## config.mk

```make
export PLATFORM = sky130hd
export DESIGN_NAME = step_drive_guard
export DESIGN_NICKNAME = d
export VERILOG_FILES = /design/src/rtl/step_drive_guard.sv
export SDC_FILE = /design/constraint.sdc
export NUM_CORES = 1
export LEC_CHECK = 0
export BUFFER_PORTS_ARGS = -buffer_cell sky130_fd_sc_hd__buf_4
export CORE_ASPECT_RATIO = 1.75
export CORE_UTILIZATION = 30
export CTS_BUF_LIST = sky130_fd_sc_hd__clkbuf_8
export DETAILED_ROUTE_END_ITERATION = 6
export GPL_ROUTABILITY_DRIVEN = 0
export GPL_TIMING_DRIVEN = 0
export PLACE_DENSITY = 0.56
export SLEW_MARGIN = 25
export SYNTH_ARGS = -nofsm -noshare
export SYNTH_HDL_FRONTEND = slang
export SYNTH_SLANG_ARGS = --single-unit
```

## constraint.sdc

```tcl
create_clock -name clk -period 5.4 [get_ports clk]
set_input_delay 0.27 -clock clk [delete_from_list [all_inputs] [get_ports clk]]
set_output_delay 0.27 -clock clk [all_outputs]
set_load 0.05 [all_outputs]
```

## src/rtl/step_drive_guard.sv

```systemverilog
// Coil-drive pulse limiter: synchronises NCH drive requests, gates them off after
// TIMEOUT cycles without a fresh rising edge, then enforces a cooldown and records the trip.
module step_drive_guard #(
  parameter int          NCH         = 4,
  parameter int          TMO_W       = 20,
  parameter int unsigned TIMEOUT     = 20'hFFFFF,
  parameter int          COOL_W      = 20,
  parameter int unsigned COOL        = 20'hFFFFF,
  parameter int          SYNC_STAGES = 2
) (
  input  logic           clk,
  input  logic           rst_n,
  input  logic           en,
  input  logic [NCH-1:0] drive_in,
  input  logic           fault_clr,
  output logic [NCH-1:0] drive_out,
  output logic           running,
  output logic           fault,
  output logic [7:0]     trip_cnt,
  output logic [1:0]     state
);

  typedef enum logic [1:0] {
    ST_IDLE = 2'd0,
    ST_RUN  = 2'd1,
    ST_COOL = 2'd2
  } state_e;

  localparam logic [TMO_W-1:0]  TMO_LAST  = TMO_W'(TIMEOUT - 1);
  localparam logic [COOL_W-1:0] COOL_LAST = COOL_W'(COOL - 1);

  logic [NCH-1:0]    sync_q [SYNC_STAGES];
  logic [NCH-1:0]    hist_q;
  logic [NCH-1:0]    s;
  logic              rise_any;
  state_e            state_q, state_d;
  logic [TMO_W-1:0]  timer_q, timer_d;
  logic [COOL_W-1:0] cool_q, cool_d;
  logic              trip;
  logic              fault_q;
  logic [7:0]        trip_q;
  logic [NCH-1:0]    drive_q;
  logic              run_q;

  assign s        = sync_q[SYNC_STAGES-1];
  assign rise_any = |(s & ~hist_q);

  // Any channel's rising edge re-arms the shared timer; edge beats expiry.
  always_comb begin
    state_d = state_q;
    timer_d = timer_q;
    cool_d  = cool_q;
    trip    = 1'b0;
    case (state_q)
      ST_IDLE: begin
        if (rise_any && en) begin
          state_d = ST_RUN;
          timer_d = '0;
        end
      end
      ST_RUN: begin
        if (!en) begin
          state_d = ST_IDLE;
          timer_d = '0;
        end else if (rise_any) begin
          timer_d = '0;
        end else if (timer_q == TMO_LAST) begin
          state_d = ST_COOL;
          cool_d  = '0;
          trip    = 1'b1;
        end else begin
          timer_d = timer_q + 1'b1;
        end
      end
      ST_COOL: begin
        if (cool_q == COOL_LAST) state_d = ST_IDLE;
        else                     cool_d  = cool_q + 1'b1;
      end
      default: begin
        state_d = ST_IDLE;
        timer_d = '0;
        cool_d  = '0;
      end
    endcase
  end

  always_ff @(posedge clk or negedge rst_n) begin
    if (!rst_n) begin
      for (int k = 0; k < SYNC_STAGES; k++) sync_q[k] <= '0;
      hist_q  <= '0;
      state_q <= ST_IDLE;
      timer_q <= '0;
      cool_q  <= '0;
      fault_q <= 1'b0;
      trip_q  <= '0;
      drive_q <= '0;
      run_q   <= 1'b0;
    end else begin
      sync_q[0] <= drive_in;
      for (int k = 1; k < SYNC_STAGES; k++) sync_q[k] <= sync_q[k-1];
      // History tracks s even in COOL, so inputs held through cooldown cannot re-arm.
      hist_q  <= s;
      state_q <= state_d;
      timer_q <= timer_d;
      cool_q  <= cool_d;
      if (trip)           fault_q <= 1'b1;
      else if (fault_clr) fault_q <= 1'b0;
      if (trip && (trip_q != 8'hFF)) trip_q <= trip_q + 8'd1;
      drive_q <= (state_d == ST_RUN) ? s : '0;
      run_q   <= (state_d == ST_RUN);
    end
  end

  assign drive_out = drive_q;
  assign running   = run_q;
  assign fault     = fault_q;
  assign trip_cnt  = trip_q;
  assign state     = state_q;

endmodule

```

# --- After elaboration in Yosys (flattened, before gate mapping) ---
# Index checks and enable logic that the tools add are counted.
word_totals:
  input_bits: 8
  word_cells: 59
  regBits: 68
  output_inout_bits: 16
op_classes:
  bitwise: 4
  addsub: 3
  n_reduce_logical: 7
  muxes: 23
  eq_ne: 12
op_table:
  columns: ["cell", "count"]
  rows:
  - ["2-to-1 mux 20 bit", 8]
  - ["case mux 20 bit (3 select lines)", 2]
  - ["adder 20 x 1 -> 20 bit (second input constant)", 2]
  - ["== test 20 bit (second input constant)", 2]
  - ["2-to-1 mux 2 bit", 5]
  - ["!= test 2 bit (second input constant)", 5]
  - ["adder 8 x 1 -> 8 bit (second input constant)", 1]
  - ["!= test 8 bit (second input constant)", 1]
  - ["2-to-1 mux 1 bit", 6]
  - ["case mux 2 bit (3 select lines)", 1]
  - ["AND reduction 5 bit", 1]
  - ["bitwise AND 4 bit", 1]
  - ["== test 2 x 1 -> 1 bit (second input constant)", 2]
  - ["2-to-1 mux 4 bit", 1]
  - ["!= test 4 bit (second input constant)", 1]
  - ["inverter 4 bit", 1]
  - ["OR reduction 4 bit", 1]
  - ["AND reduction 3 bit", 1]
  - ["== test 2 bit (second input constant)", 1]
  - ["logical AND 1 bit", 2]
  - ["logical NOT 2 bit", 1]
  - ["inverter 1 bit", 2]
  - ["nonzero test 2 bit", 1]

# --- Logic depth before layout (Yosys ltp) ---
logic_depth:
  word_depth: 8
  ltp_mapped: 10
  mapped_depth_nobuf: 7

# --- Least setup slack after synthesis ---
# Ideal clock, no wire load.
synth_path:
  path_kind: "flip-flop to flip-flop"
  start: "reg timer_q[0]"
  end: "reg cool_q[12]"
  arrival_time_ps: 2320
  setup_time_ps: 79
  path_slack_ps: 3000
  stages_incl_launch_ff: 10
  t_required_ps: 5321
  period_less_slack_ps: 2400
  path_buffers: 2
  cell_sequence: "dfrtp_1 -> inv_1 -> ha_1 -> nand4_1 -> or4_4 -> buf_6 -> o41a_4 -> buf_6 -> a211oi_2 -> mux2i_1"
synth_between:
  elab_chain_len: 3
synth_rtl:
  columns: ["element", "line_no", "text"]
  rows:
  - ["from (decl)", "37", "logic [TMO_W-1:0] timer_q, timer_d;"]
  - ["from (signal assigned)", "104", "timer_q <= timer_d;"]
  - ["== test 20 bit", "67", "end else if (timer_q == TMO_LAST) begin"]
  - ["!= test 2 bit (no line)", null, null]
  - ["AND reduction 5 bit (no line)", null, null]
  - ["to (signal assigned)", "105", "cool_q <= cool_d;"]
  - ["to (decl)", "38", "logic [COOL_W-1:0] cool_q, cool_d;"]
# Every way passes these cells.
# A chain may end at the register's enable or synchronous reset.

# --- Worst setup path after layout ---
layout_path:
  start: "reg sync_q, in the netlist s[0]"
  end: "reg timer_q[12]"
layout_between:
  elab_chain_len: 5
  elab_cells_between_ends: 9
layout_rtl:
  columns: ["element", "line_no", "text"]
  rows:
  - ["from (decl)", "32", "logic [NCH-1:0] sync_q [SYNC_STAGES];"]
  - ["bitwise AND 4 bit *", "46", "assign rise_any = |(s & ~hist_q);"]
  - ["OR reduction 4 bit *", "46", null]
  - ["2-to-1 mux 20 bit / logical AND 1 bit (equally long branches)", "65, 56", null]
  - ["2-to-1 mux 20 bit / != test 2 bit (equally long branches)", null, null]
  - ["case mux 20 bit (3 select lines) / AND reduction 3 bit (equally long branches)", null, null]
# Mark *: on every way between the ends. The rest lies on a longest branch, timed or not.

==> summary.md <==
| Metric | Value |
|---|---|
| IO Pins | 24 |
| Sw Pwr | 0.0003059 W |
| Reg2Reg Launch Point | s[0] |
| Mean Syn Cell Area | 9.882 um2 |
| Die Y | ~150 um |
| Xor/xnor share of the synthesized area | 1.906% |
| Via count | 2982 |
| Die Wd | 85.68 um |
| Switching share of total power | between 20% and 30% |
| Placement-stage cell area | 4055 um2 |
| Final ANT Viol Nets | 0 |
| Worst r2r dst | timer_q[12] |
| WL/cell | 15.66 um |
| Syn-to-layout area delta | 16.34% |
| Core area | 12000 um2 |
| Synth area leader | dfrtp_1 |
| CP startpoint kind | register |
| Setup Skew | 7.263 ps |
| Least-Margin Pin Slew | 875.9 ps |
| DRC errors left | 0 |
| CTS tree | built |
| Worst skew pair latency | 360 ps |
| Top cells by count, synth | dfrtp_1 (68), nand2_1 (59), nand2b_1 (20) |
| Initial Util | between 30% and 40% |
| Most frequent cell after synthesis | dfrtp_1 |
| Most used cell, CP | clkbuf_1 |
| Crit path from | s[0] |
| Sequential power share | 50.1% |
| Final hold vios | 0 |
| Cell Chain, Critical Path | nand2b_1 -> nand4_1 -> clkbuf_1 -> a21oi_1 -> clkbuf_1 -> clkbuf_1 -> nand2_1 -> mux2i_1 |
| Placement Setup Slack | 2637 ps |
| DR pass1 iterations | 4 |
| Multiplexer share of the synthesized area | 5.548% |
| Unique masters post-synth | 57 |
| Number of global-route vias before repair | between 3k and 4k |
| Status | finished, final reports clean |
| PwrDens | 255.3 nW/um2 |
| Root buf cell | clkbuf_8 |
| Reg2reg path depth | 8 |
| CP Max Fanout | 10 |
| # rows | 53 |
| Clock share of power | about two fifths |
| Share of the synthesized area in the top cell type | 46.29% |
| Synth area leaders | dfrtp_1 (46%), nand2_1 (6.0%), mux2i_1 (4.6%) |
| Ys flop type | dfrtp_1 |
| Design area | 4277 um2 |
| Synth Cell Area | approximately 3700 um2 |
| Largest net degree at the start of global routing | 69 |
| GRT Util Overall | 15.37% |
| Max Fclk | 0.3641 GHz |
| Post-DP HPWL | 6535 um |
| Post-layout util | 35.63% |
| Slew headroom | around two fifths |
| Ant. Diodes | 0 |
| Net count of the finished layout | 422 |
| Drt first-iter violations | 213 |
| Post-synth EDFFs | 0 |
| Initial antenna violation count | 0 |
| Post-cts resize count | 0 |
| # setup viols final | 0 |
| Max Slew Vio Count | 0 |
| Worst min path class | primary input to asynchronous set/reset pin |
| Internal power | 0.0007860 W |
| Combinational power share | 11.0% |
| Max_cap viols | 0 |
| RSZ-0062 raised after global routing | no |
| CP endpoint kind | register |
| Worst path slowest cell | a21oi_1 |
| Total CTS buffers | 9 |
| Final period util | between 50% and 60% |
| Worst Path Required | between 5000 and 6000 ps |
| Cells after Synth | 372 |
| CP Class | register to register |
| Post-Route WL | 9052 um |
| CTS max path bufs | 2 |
| Design Power | 0.001092 W |
| Max VDD drop | 0.09620 mV |
| Largest family of logic cells by synthesized area | simple AND/OR/NAND/NOR gates |
| Port bufs | 23 |
| Post-DR vias/cell | 5.159 |
| Total grt overflow | 0 |
| Compound-Gate Fraction of Synth Area | 15.55% |
| Share of cells above drive strength 1 | 15.98% |
| Net Count, Synth | 385 |
| Seq/Total Area, Yosys | 46.29% |
| Min Tclk post-route | 2746 ps |
| CP Data Arrival Time | 3020 ps |
| Clk pin slew, worst setup/hold paths | 70 ps |
| Share of flip-flops with an asynchronous set or reset | between 90% and 100% |
| Clk sinks | between 60 and 70 |
| Synth Area in Adders | 1.702% |
| First-pass GRT wire length | 15000 um |
| PnR worst setup slack | 2654 ps |
| Total negative slack | 0 ps |
| Die area | 12720 um2 |
| Max incr delay on CP | 500 ps |
| Static leakage power | 1.736 nW |
| End of the critical path | timer_q[12] |
| R2R setup slack | 2650 ps |
| FILL cells | about 1.2k |
| Yosys reg bits | just under 70 |
| H-Tree Depth | 3 |
| Simple-Gate Fraction of Synth Area | between 20 and 30% |
| Syn. warnings | 0 |
==> area by class of cell <==
type	instances	area, um2	share of cell area, %
timing repair buffer	26	202.7	4.740
clock buffer	10	137.6	3.218
buffer	18	90.09	2.106
inverter	12	45.04	1.053
multi-input combinational	274	1839	43.01
clock inverter	5	53.80	1.258
sequential	68	1702	39.79
tap	165	206.4	4.827
==> through the flow <==
step	cells	hold WS (ps)
finish	578	17.78
global route	578	0.3079
CTS	575	1.240
detailed placement	560	336.3
global placement	560	334.7
floorplan	372	-25.59
==> worst min-delay path by stage <==
stage | start | end | slack, ps | cells after the start
3_5_place_dp | sync_q[6] | s[2] | 340 | 0
6_report | rst_n | sync_q[5] | 20 | 1
3_3_place_gp | sync_q[4] | s[0] | 330 | 0
4_1_cts | drive_in[1] | sync_q[5] | 1 | 1
2_1_floorplan | rst_n | cool_q[0] | -30 | 0
5_1_grt | drive_in[1] | sync_q[5] | 0.3 | 1
==> placed cells by master, fill, tap and decap left out, types with 10 or more instances in the layout <==
cell type and instances:
nand4_1 13, clkbuf_8 10, or4_1 10, nand3_1 19
a21oi_1 13, buf_4 23, nand2_1 59, dfrtp_1 68
clkbuf_1 10, mux2i_1 17, nor2_1 10, inv_1 13
nand2b_1 20
==> worst max-delay path: cells and delay by family (launching register included) <==
kind            cells  cell delay, ps
mux                 1             150
buf+inv             3            1160
simple gates        3             450
compound gates      1             500
flops               1             400
==> power by group through the flow <==
| stage | Combinational (W) | Clock (W) | Sequential, W |
|---|---|---|---|
| detailed placement | 0.000120 | 0 | 0.000557 |
| global route | 0.000135 | 0.000457 | 0.000551 |
| global placement | 0.000118 | 0 | 0.000557 |
| finish | 0.000121 | 0.000424 | 0.000547 |
| floorplan | 0.0000627 | 0 | 0.000566 |
| CTS | 0.000120 | 0.000436 | 0.000547 |
==> sequential cells by signal, indices dropped and copies added, names as in the netlist <==
register   flops
state          2
drive_out      4
s              4
trip_cnt       8
sync_q         4
running        1
timer_q       20
hist_q         4
cool_q        20
fault          1
==> per-layer routing <==
layer	global-route usage (%)	vias to the layer above	part of all wire (%)
met4	9.583	0	3.0
li1	-	1436	-
met1	16.39	1477	39
met2	27.76	53	56
met3	2.497	16	2.3
met5	0	-	0
==> cell families (layout without fill, tap and decap cells) <==
kind of cell,after synthesis,count (layout)
AOI/OAI and AO/OA,70,70
xor gates and xnor gates,8,8
adders and majority gates,5,5
buffers and inverters,30,71
DFF,68,68
muxes,20,20
and+or+nand+nor,171,171
==> timing repair <==
| action | CTS | global route |
|---|---|---|
| hold buffers | 0 | 3 |
| hold endpoints to repair | 0 | 3 |
| buffers inserted | 0 | 0 |
No activity file was read; power rests on OpenSTA's default activity.
